## src/rtl/clock_pkg.sv

```systemverilog
// clock_pkg: shared calendar constants, field widths and the divider-free leap-year rule
package clock_pkg;
  localparam int DAY_W  = 5;
  localparam int MON_W  = 4;
  localparam int YEAR_W = 12;
  localparam logic [DAY_W-1:0] DAY_MIN = 5'd1;
  localparam logic [DAY_W-1:0] DAY_MAX = 5'd31;
  localparam logic [MON_W-1:0] MON_JAN = 4'd1;
  localparam logic [MON_W-1:0] MON_FEB = 4'd2;
  localparam logic [MON_W-1:0] MON_MAR = 4'd3;
  localparam logic [MON_W-1:0] MON_APR = 4'd4;
  localparam logic [MON_W-1:0] MON_MAY = 4'd5;
  localparam logic [MON_W-1:0] MON_JUN = 4'd6;
  localparam logic [MON_W-1:0] MON_JUL = 4'd7;
  localparam logic [MON_W-1:0] MON_AUG = 4'd8;
  localparam logic [MON_W-1:0] MON_SEP = 4'd9;
  localparam logic [MON_W-1:0] MON_OCT = 4'd10;
  localparam logic [MON_W-1:0] MON_NOV = 4'd11;
  localparam logic [MON_W-1:0] MON_DEC = 4'd12;
  // Gregorian leap test: low two bits give mod 4, century years are matched against the
  // constant multiples of 100 that fit in the year field, and every fourth century stays leap.
  function automatic logic is_leap(input logic [YEAR_W-1:0] y);
    logic cent;
    logic quad;
    cent = 1'b0;
    quad = 1'b0;
    for (int k = 0; k <= 40; k++) begin
      if (y == YEAR_W'(k * 100)) begin
        cent = 1'b1;
        quad = (k % 4 == 0);
      end
    end
    return (y[1:0] == 2'b00) && (!cent || quad);
  endfunction
endpackage

```

## src/rtl/count_adjust_day_if.sv

```systemverilog
// count_adjust_day_if: hour carry, adjust controls and month/year feedback into the day stage, day/carry out
interface count_adjust_day_if;
  import clock_pkg::*;
  logic              carry_hour;
  logic              adj_en;
  logic              adj_up;
  logic              adj_down;
  logic [MON_W-1:0]  mon;
  logic [YEAR_W-1:0] year;
  logic              carry_day;
  logic [DAY_W-1:0]  day;
  modport master (output carry_hour, adj_en, adj_up, adj_down, mon, year, input carry_day, day);
  modport slave (input carry_hour, adj_en, adj_up, adj_down, mon, year, output carry_day, day);
endinterface

```

## src/rtl/count_adjust_day_days_in_month.sv

```systemverilog
// days_in_month: month length from mon/year; February leap handling enabled by CENTURY_CLOCK_LEAP_YEAR_EN
module days_in_month
  import clock_pkg::*;
(
  input  logic [MON_W-1:0]  mon_i,
  input  logic [YEAR_W-1:0] year_i,
  output logic [DAY_W-1:0]  dim_o
);
  logic leap;
`ifdef CENTURY_CLOCK_LEAP_YEAR_EN
  assign leap = is_leap(year_i);
`else
  logic unused_year;
  assign unused_year = ^year_i;
  assign leap = 1'b0;
`endif
  // Month length lookup; out-of-range months fall back to the longest month
  always_comb begin
    case (mon_i)
      MON_FEB: dim_o = leap ? 5'd29 : 5'd28;
      MON_APR, MON_JUN, MON_SEP, MON_NOV: dim_o = 5'd30;
      default: dim_o = DAY_MAX;
    endcase
  end
endmodule

```

## src/rtl/count_adjust_day.sv

```systemverilog
// count_adjust_day: day-of-month counter with manual adjust and month-end carry (leap rule via CENTURY_CLOCK_LEAP_YEAR_EN)
module count_adjust_day
  import clock_pkg::*;
(
  input logic clk,
  input logic rst_n,
  count_adjust_day_if.slave bus
);
  logic [DAY_W-1:0] dim;
  logic [DAY_W-1:0] day_q;
  logic             carry_q;
  days_in_month u_dim (
    .mon_i (bus.mon),
    .year_i(bus.year),
    .dim_o (dim)
  );
  // Repair illegal day, then adjust, then count on hour carry, else clamp to a shortened month
  always_ff @(posedge clk or negedge rst_n) begin
    if (!rst_n) begin
      day_q   <= DAY_MIN;
      carry_q <= 1'b0;
    end else begin
      carry_q <= 1'b0;
      if (day_q == '0) day_q <= DAY_MIN;
      else if (bus.adj_en) begin
        if (bus.adj_up && !bus.adj_down) day_q <= (day_q >= dim) ? DAY_MIN : day_q + 5'd1;
        else if (bus.adj_down && !bus.adj_up) day_q <= (day_q == DAY_MIN || day_q > dim) ? dim : day_q - 5'd1;
      end else if (bus.carry_hour) begin
        if (day_q >= dim) begin
          day_q   <= DAY_MIN;
          carry_q <= 1'b1;
        end else day_q <= day_q + 5'd1;
      end else if (day_q > dim) day_q <= dim;
    end
  end
  assign bus.day       = day_q;
  assign bus.carry_day = carry_q;
endmodule

```

## src/flat_wrapper.sv

```systemverilog
// flat-port wrapper written by rule: the top's interface ports become plain ports
module count_adjust_day_flat import clock_pkg::*;
  (clk, rst_n, bus_carry_hour, bus_adj_en, bus_adj_up, bus_adj_down, bus_mon, bus_year, bus_carry_day, bus_day);
  count_adjust_day_if bus_i ();
  input logic clk;
  input logic rst_n;
  input wire logic [$bits(bus_i.carry_hour)-1:0] bus_carry_hour;
  input wire logic [$bits(bus_i.adj_en)-1:0] bus_adj_en;
  input wire logic [$bits(bus_i.adj_up)-1:0] bus_adj_up;
  input wire logic [$bits(bus_i.adj_down)-1:0] bus_adj_down;
  input wire logic [$bits(bus_i.mon)-1:0] bus_mon;
  input wire logic [$bits(bus_i.year)-1:0] bus_year;
  output wire logic [$bits(bus_i.carry_day)-1:0] bus_carry_day;
  output wire logic [$bits(bus_i.day)-1:0] bus_day;
  assign bus_i.carry_hour = bus_carry_hour;
  assign bus_i.adj_en = bus_adj_en;
  assign bus_i.adj_up = bus_adj_up;
  assign bus_i.adj_down = bus_adj_down;
  assign bus_i.mon = bus_mon;
  assign bus_i.year = bus_year;
  assign bus_carry_day = bus_i.carry_day;
  assign bus_day = bus_i.day;
  count_adjust_day u_core (.clk(clk), .rst_n(rst_n), .bus(bus_i));
endmodule
```

## config.mk

```make
export PLATFORM = sky130hd
export DESIGN_NAME = count_adjust_day_flat
export DESIGN_NICKNAME = d
export VERILOG_FILES = /design/src/rtl/clock_pkg.sv /design/src/rtl/count_adjust_day_if.sv /design/src/rtl/count_adjust_day_days_in_month.sv /design/src/rtl/count_adjust_day.sv /design/src/flat_wrapper.sv
export SDC_FILE = /design/constraint.sdc
export NUM_CORES = 1
export LEC_CHECK = 0
export CORE_AREA = 10 10 55 57
export DETAILED_ROUTE_END_ITERATION = 8
export DIE_AREA = 0 0 65 67
export PLACE_DENSITY = 0.67
export SYNTH_ARGS = -nofsm -noshare
export SYNTH_HDL_FRONTEND = slang
export SYNTH_SLANG_ARGS = --single-unit
```

## constraint.sdc

```tcl
create_clock -name clk -period 3.45 [get_ports clk]
set_input_delay 0.345 -clock clk [delete_from_list [all_inputs] [get_ports clk]]
set_output_delay 0.345 -clock clk [all_outputs]
set_load 0.01 [all_outputs]
```

## Yosys cells after proc, flatten, opt, wreduce, memory -nomap -nowiden

Index checks and enable logic that the tools add are counted.
W data, S select, Z words.

| word-level totals | value |
|---|---|
| bits in registers | 6 |
| bits of input ports | 22 |
| output and inout port bits | 6 |
| logic and storage cells | 35 |

| cells by class | value |
|---|---|
| reduce and logical (&&, ||, !) cells | 9 |
| multiplexer cells | 13 |
| order comparisons | 2 |
| equality and inequality tests | 7 |
| $add $sub $neg | 2 |

Operators by type and width:

| kind | number |
|---|---|
| $mux W5 | 8 |
| $eq A4 B3 Y1 const B | 2 |
| $eq A4 B4 Y1 const B | 2 |
| $add A5 B1 Y5 const B | 1 |
| $eq A5 B1 Y1 const B | 1 |
| $ge A5 B5 Y1 | 1 |
| $gt A5 B5 Y1 | 1 |
| $logic_not A5 Y1 | 1 |
| $sub A5 B1 Y5 const B | 1 |
| $eq A4 B2 Y1 const B | 1 |
| $mux W1 | 4 |
| $ne A4 B1 Y1 const B | 1 |
| $pmux W2 S2 | 1 |
| $reduce_bool A4 Y1 | 1 |
| $reduce_or A4 Y1 | 1 |
| $logic_and A1 B1 Y1 | 2 |
| $logic_not A1 Y1 | 2 |
| $reduce_and A2 Y1 | 1 |
| $logic_or A1 B1 Y1 | 1 |

## Logic depth before layout (Yosys ltp)

| depth | value |
|---|---|
| depth after elaboration | 10 |
| mapped depth | 10 |
| mapped depth without buffers | 9 |

## Modules after synthesis

A second synthesis with hierarchy kept.

| second synthesis, totals | value |
|---|---|
| cell total of the unflattened synthesis | 103 |
| area, all modules | 872.1 um^2 |

By module, submodules not included:

| module | area an instance (um^2) | instances | sequential area each (um^2) | cells each |
|---|---|---|---|---|
| count_adjust_day | 814.5 | 1 | 151.4 | 95 |
| days_in_month | 57.6 | 1 | 0.0 | 8 |

## Worst setup path before layout

Ideal clock, no wire load.

| timing | value |
|---|---|
| path type | input to register |
| from | input bus_mon[0] |
| to | register u_core.day_q[2], in the netlist u_core.bus.day[2] |
| slack | 1,127 ps |
| arrival time | 2,245 ps |
| required time | 3,373 ps |
| library setup time | 77 ps |
| cell stages on the path | 7 |
| buffers on the path | 0 |
| cells stage by stage | nor4b_1 ha_1 nor2b_1 o31ai_1 a21oi_1 a311o_1 a21oi_1 |

| between the ends | value |
|---|---|
| word-level cells in the longest chain between the ends | 10 |
| elaborated cells between the ends (all ways) | 19 |
| classes of those cells | order compare: 2; eq/ne: 5; mux: 8; reduce/logical: 4 |

Ends and longest elaborated chain:

| item | line | source |
|---|---|---|
| start: declaration | flat_wrapper.sv:11 | `input wire logic [$bits(bus_i.mon)-1:0] bus_mon;` |
| $eq A4 B3 Y1 or $eq A4 B4 Y1 (tied branches) | count_adjust_day_days_in_month.sv:19 | `case (mon_i)` |
| $reduce_or A4 Y1 | count_adjust_day_days_in_month.sv:19 |  |
| $pmux W2 S2 * | count_adjust_day_days_in_month.sv:19 |  |
| $gt A5 B5 Y1 | count_adjust_day.sv:27, count_adjust_day.sv:33 |  |
| $logic_or A1 B1 Y1 | count_adjust_day.sv:27 | `else if (bus.adj_down && !bus.adj_up) day_q <= (day_q == DAY_MIN \|\| day_q > dim) ? dim : day_q - 5'd1;` |
| $mux W5 (2 in series) | count_adjust_day.sv:27 |  |
| $mux W5 | count_adjust_day.sv:26 | `if (bus.adj_up && !bus.adj_down) day_q <= (day_q >= dim) ? DAY_MIN : day_q + 5'd1;` |
| $mux W5 | count_adjust_day.sv:25 | `else if (bus.adj_en) begin` |
| $mux W5 | count_adjust_day.sv:24 | `if (day_q == '0) day_q <= DAY_MIN;` |
| end signal: assignment | count_adjust_day.sv:26 |  |
| end signal: assignment | count_adjust_day.sv:27 |  |
| end signal: assignment | count_adjust_day.sv:32 | `end else day_q <= day_q + 5'd1;` |
| end: declaration | count_adjust_day.sv:10 | `logic [DAY_W-1:0] day_q;` |

Every way passes the cells marked *; elsewhere a longest branch is shown, timed or not. The select of a mux whose other input is x is not followed.
A chain may end at the register's enable or synchronous reset.

## Worst setup path after layout

| timing | value |
|---|---|
| from | input bus_mon[0] |
| to | register u_core.day_q[3], in the netlist u_core.bus.day[3] |

The elaborated chain is that of the path after synthesis.

==> impl_results.md <==
* Status: complete, no violations
* Post-synth top cells: a21oi_1 (10), inv_1 (7), a31oi_1 (6)
* Ant. Diodes at 0
* Via/cell ratio at 5.519
* #FFs+latches synth at 6
* Number of global-route vias before repair at 682
* Final nets at 132
* Share of the synthesized area in the top cell type at 0.1736
* Worst EP arrival at ~2.9 ns
* Mapped Area at 720.7 um^2
* CTS Buf Count at 3
* Rel. slew slack at 0.6042
* Sequential area share after synthesis at 0.2101
* Yosys top cell by area: dfrtp_1
* Max Cap Viol at 0
* DIE WIDTH at roughly 65 um
* Buf/Inv on CP at 1
* Dpl cells at 127
* Critical path type: input port to flop
* DRT iter0 DRCs at 26
* Post-Syn Instances at 90
* Post-Syn Nets at 117
* R2r startpoint: u_core.bus.day[0]
* Row count at 16
* Total number of vias at 723
* Crit-path cells: clkdlybuf4s50_1 > nor4b_1 > ha_1 > nor2b_1 > o211a_4 > o31a_1 > mux2_1
* Async set-reset flop share out of synthesis at 1.000
* Gr ovfl total at 0
* Tcrit/Tclk final at 0.7880
* CP Launch Type: input port
* CP peak stage delay at 0.56 ns
* Non-filler cells, final at 131
* Initial antenna violation count at 0
* H-tree depth at 1
* Slowest-stage cell, CP: nor4b_1
* Max-slew violations at 0
* CP required at 3.58 ns
* # clock sinks at 6
* DIE AREA at around 4400 um^2
* CP delay by family, top: simple AND/OR/NAND/NOR gates
* Critical Path Fanout Max at 9
* GRT Overall Usage at 0.08308
* DP Wirelength at 1393 um
* R2r setup slk at 1.20 ns
* DR pass1 iterations at 4
* Post-synth EDFFs at 0
* Worst Reg2Reg Path Length in Cells at 7
* First-pass GRT wire length at between 2000 and 3000 um
* Final WL at between 1500 and 2000 um
* Num ports at 28
* Final ANT Viol Nets at 0
* Final setup viols at 0
* Number of setup buffers added after CTS at 0
* Final Hold Fails at 0
* Yosys warning count at 0
* Max Freq at 367.9 MHz
* Largest cells by area after synthesis: dfrtp_1 (17%), ha_1 (8.7%), a21oi_1 (6.9%)
* Maximum buffer depth of the clock tree at 2
* Post_cts resized at 0
* HP Class: input port to asynchronous set/reset pin
* Pwr Density at between 700 and 800 nW/um^2
* Fin crit period at 2.718 ns
* Avg Synthesized Cell Area at 8.008 um^2
* Cell with the most instances after synthesis: a21oi_1
* Layout cells sized above 1 at 0.08654
* CP Capture Type: flop
* Avg WL per Cell at 13.88 um
* DRC Markers at 0
* Hold buffer count at CTS at 0
* Unrepaired setup endpoints after global routing: no
* PortBufs at 15
* CTS clk-pin slew, worst paths at 0.05 ns
* Slew @ Worst Pin at 0.5854 ns
* Clock Tree Root: clkbuf_4
* Core box area at around 2000 um^2
* Worst vdd ir at 0.2525 mV
* Synth cell types at 38
* Fill cells at 213
* Area grow syn2layout at 24.13%
* CTS tree: built
* Worst Skew at around 0.0064 ns
* Worst-Skew Late Latency at 0.25 ns
* GP Congestion at 0.8725
* Largest net degree at the start of global routing at 11
* Top_reg_cell synth: dfrtp_1
* Initial Util at 0.3711
* Leak Pwr at 0.3649 nW
* Chip Height at 67 um
* Post-route setup TNS at 0 ns
* Worst reg2reg path endpoint: u_core.bus.day[1]
-- where the power goes --
part / leakage [nW] / switching (mW) / internal (mW) / total, mW
clock: 0.0150 / 0.0275 / 0.0439 / 0.0714
sequential: 0.0675 / 0.0700 / 0.105 / 0.175
combinational: 0.282 / 0.201 / 0.214 / 0.415
total: 0.365 / 0.298 / 0.363 / 0.661
-- worst max-delay path by stage --
| stage | from | to | slack [ns] | depth (start not counted) |
|---|---|---|---|---|
| 2_1_floorplan | bus_mon[0] | u_core.bus.day[2] | 1.13 | 7 |
| 3_3_place_gp | bus_mon[0] | u_core.bus.day[3] | 0.46 | 7 |
| 3_5_place_dp | bus_mon[0] | u_core.bus.day[3] | 0.50 | 7 |
| 4_1_cts | bus_mon[0] | u_core.bus.day[3] | 0.75 | 7 |
| 5_1_grt | bus_mon[0] | u_core.bus.day[1] | 0.43 | 8 |
| 6_report | bus_mon[0] | u_core.bus.day[3] | 0.73 | 7 |
-- worst register-to-register path, delay by kind of cell, from the launching register on --
kind	cells	cell delay (ns)
simple gates	1	0.22
flops	1	0.62
buf+inv	1	0.09
compound gates	4	0.99
fa+ha+maj	1	0.21
-- area by class of cell --
cell class,count,area (um^2),area share
inverter,7,26.28,0.02937
tap,27,33.78,0.03776
sequential,6,151.4,0.1692
timing repair buffer,16,157.7,0.1762
multi-input combinational,71,499.2,0.5580
clock buffer,4,26.28,0.02937
-- cells by family (layout without fill, tap and decap cells) --
logic type | Yosys count | after routing | synth area share
buffers and inverters | 13 | 27 | 0.09723
DFF | 6 | 6 | 0.2101
AOI/OAI and AO/OA | 32 | 32 | 0.2986
muxes | 1 | 1 | 0.01562
adders and majority gates | 5 | 5 | 0.08681
xor gates and xnor gates | 3 | 3 | 0.03646
and+or+nand+nor | 30 | 30 | 0.2552
-- registers in the layout, summed over array words and instances (netlist names) --
register,count
u_core.bus.day,5
u_core.bus.carry_day,1
-- cells in the final DEF (no fill, tap or decap), types with 2 or more instances in the layout --
cell / netlist / routed
a21oi_1: 10 / 10
ha_1: 5 / 5
inv_1: 7 / 7
o21ai_0: 4 / 4
a31oi_1: 6 / 6
xnor2_1: 2 / 2
nor3b_1: 2 / 2
clkdlybuf4s50_1: 0 / 15
nor2_1: 4 / 4
nand2_1: 4 / 4
a21o_1: 2 / 2
o31a_1: 2 / 2
nand3_1: 2 / 2
nand2b_1: 3 / 3
clkbuf_4: 0 / 3
dfrtp_1: 5 / 5
nor2b_1: 4 / 4
nor3_1: 4 / 4
-- metrics by stage --
| stage | instance area [um^2] | power, mW | hold WS, ns | worst slack [ns] | utilization |
|---|---|---|---|---|---|
| detailed placement | 868.3 | 0.5838 | 0.6048 | 0.5031 | 0.4472 |
| floorplan | 720.7 | 0.4624 | 0.04941 | 1.127 | - |
| CTS | 894.6 | 0.6589 | 0.3365 | 0.7543 | 0.4607 |
| finish | 894.6 | 0.6609 | 0.3320 | 0.7315 | 0.4607 |
| global route | 894.6 | 0.7231 | 0.3382 | 0.4340 | 0.4607 |
| global placement | 868.3 | 0.5781 | 0.6030 | 0.4576 | 0.4472 |
-- metal layers --
metal / routed length [um] / global-route usage
met1: 839 / 0.09599
met2: 873 / 0.1416
met3: 79 / 0.02508
met4: 25 / 0.02941
met5: 0 / 0
(Power assumes the default switching activity.)
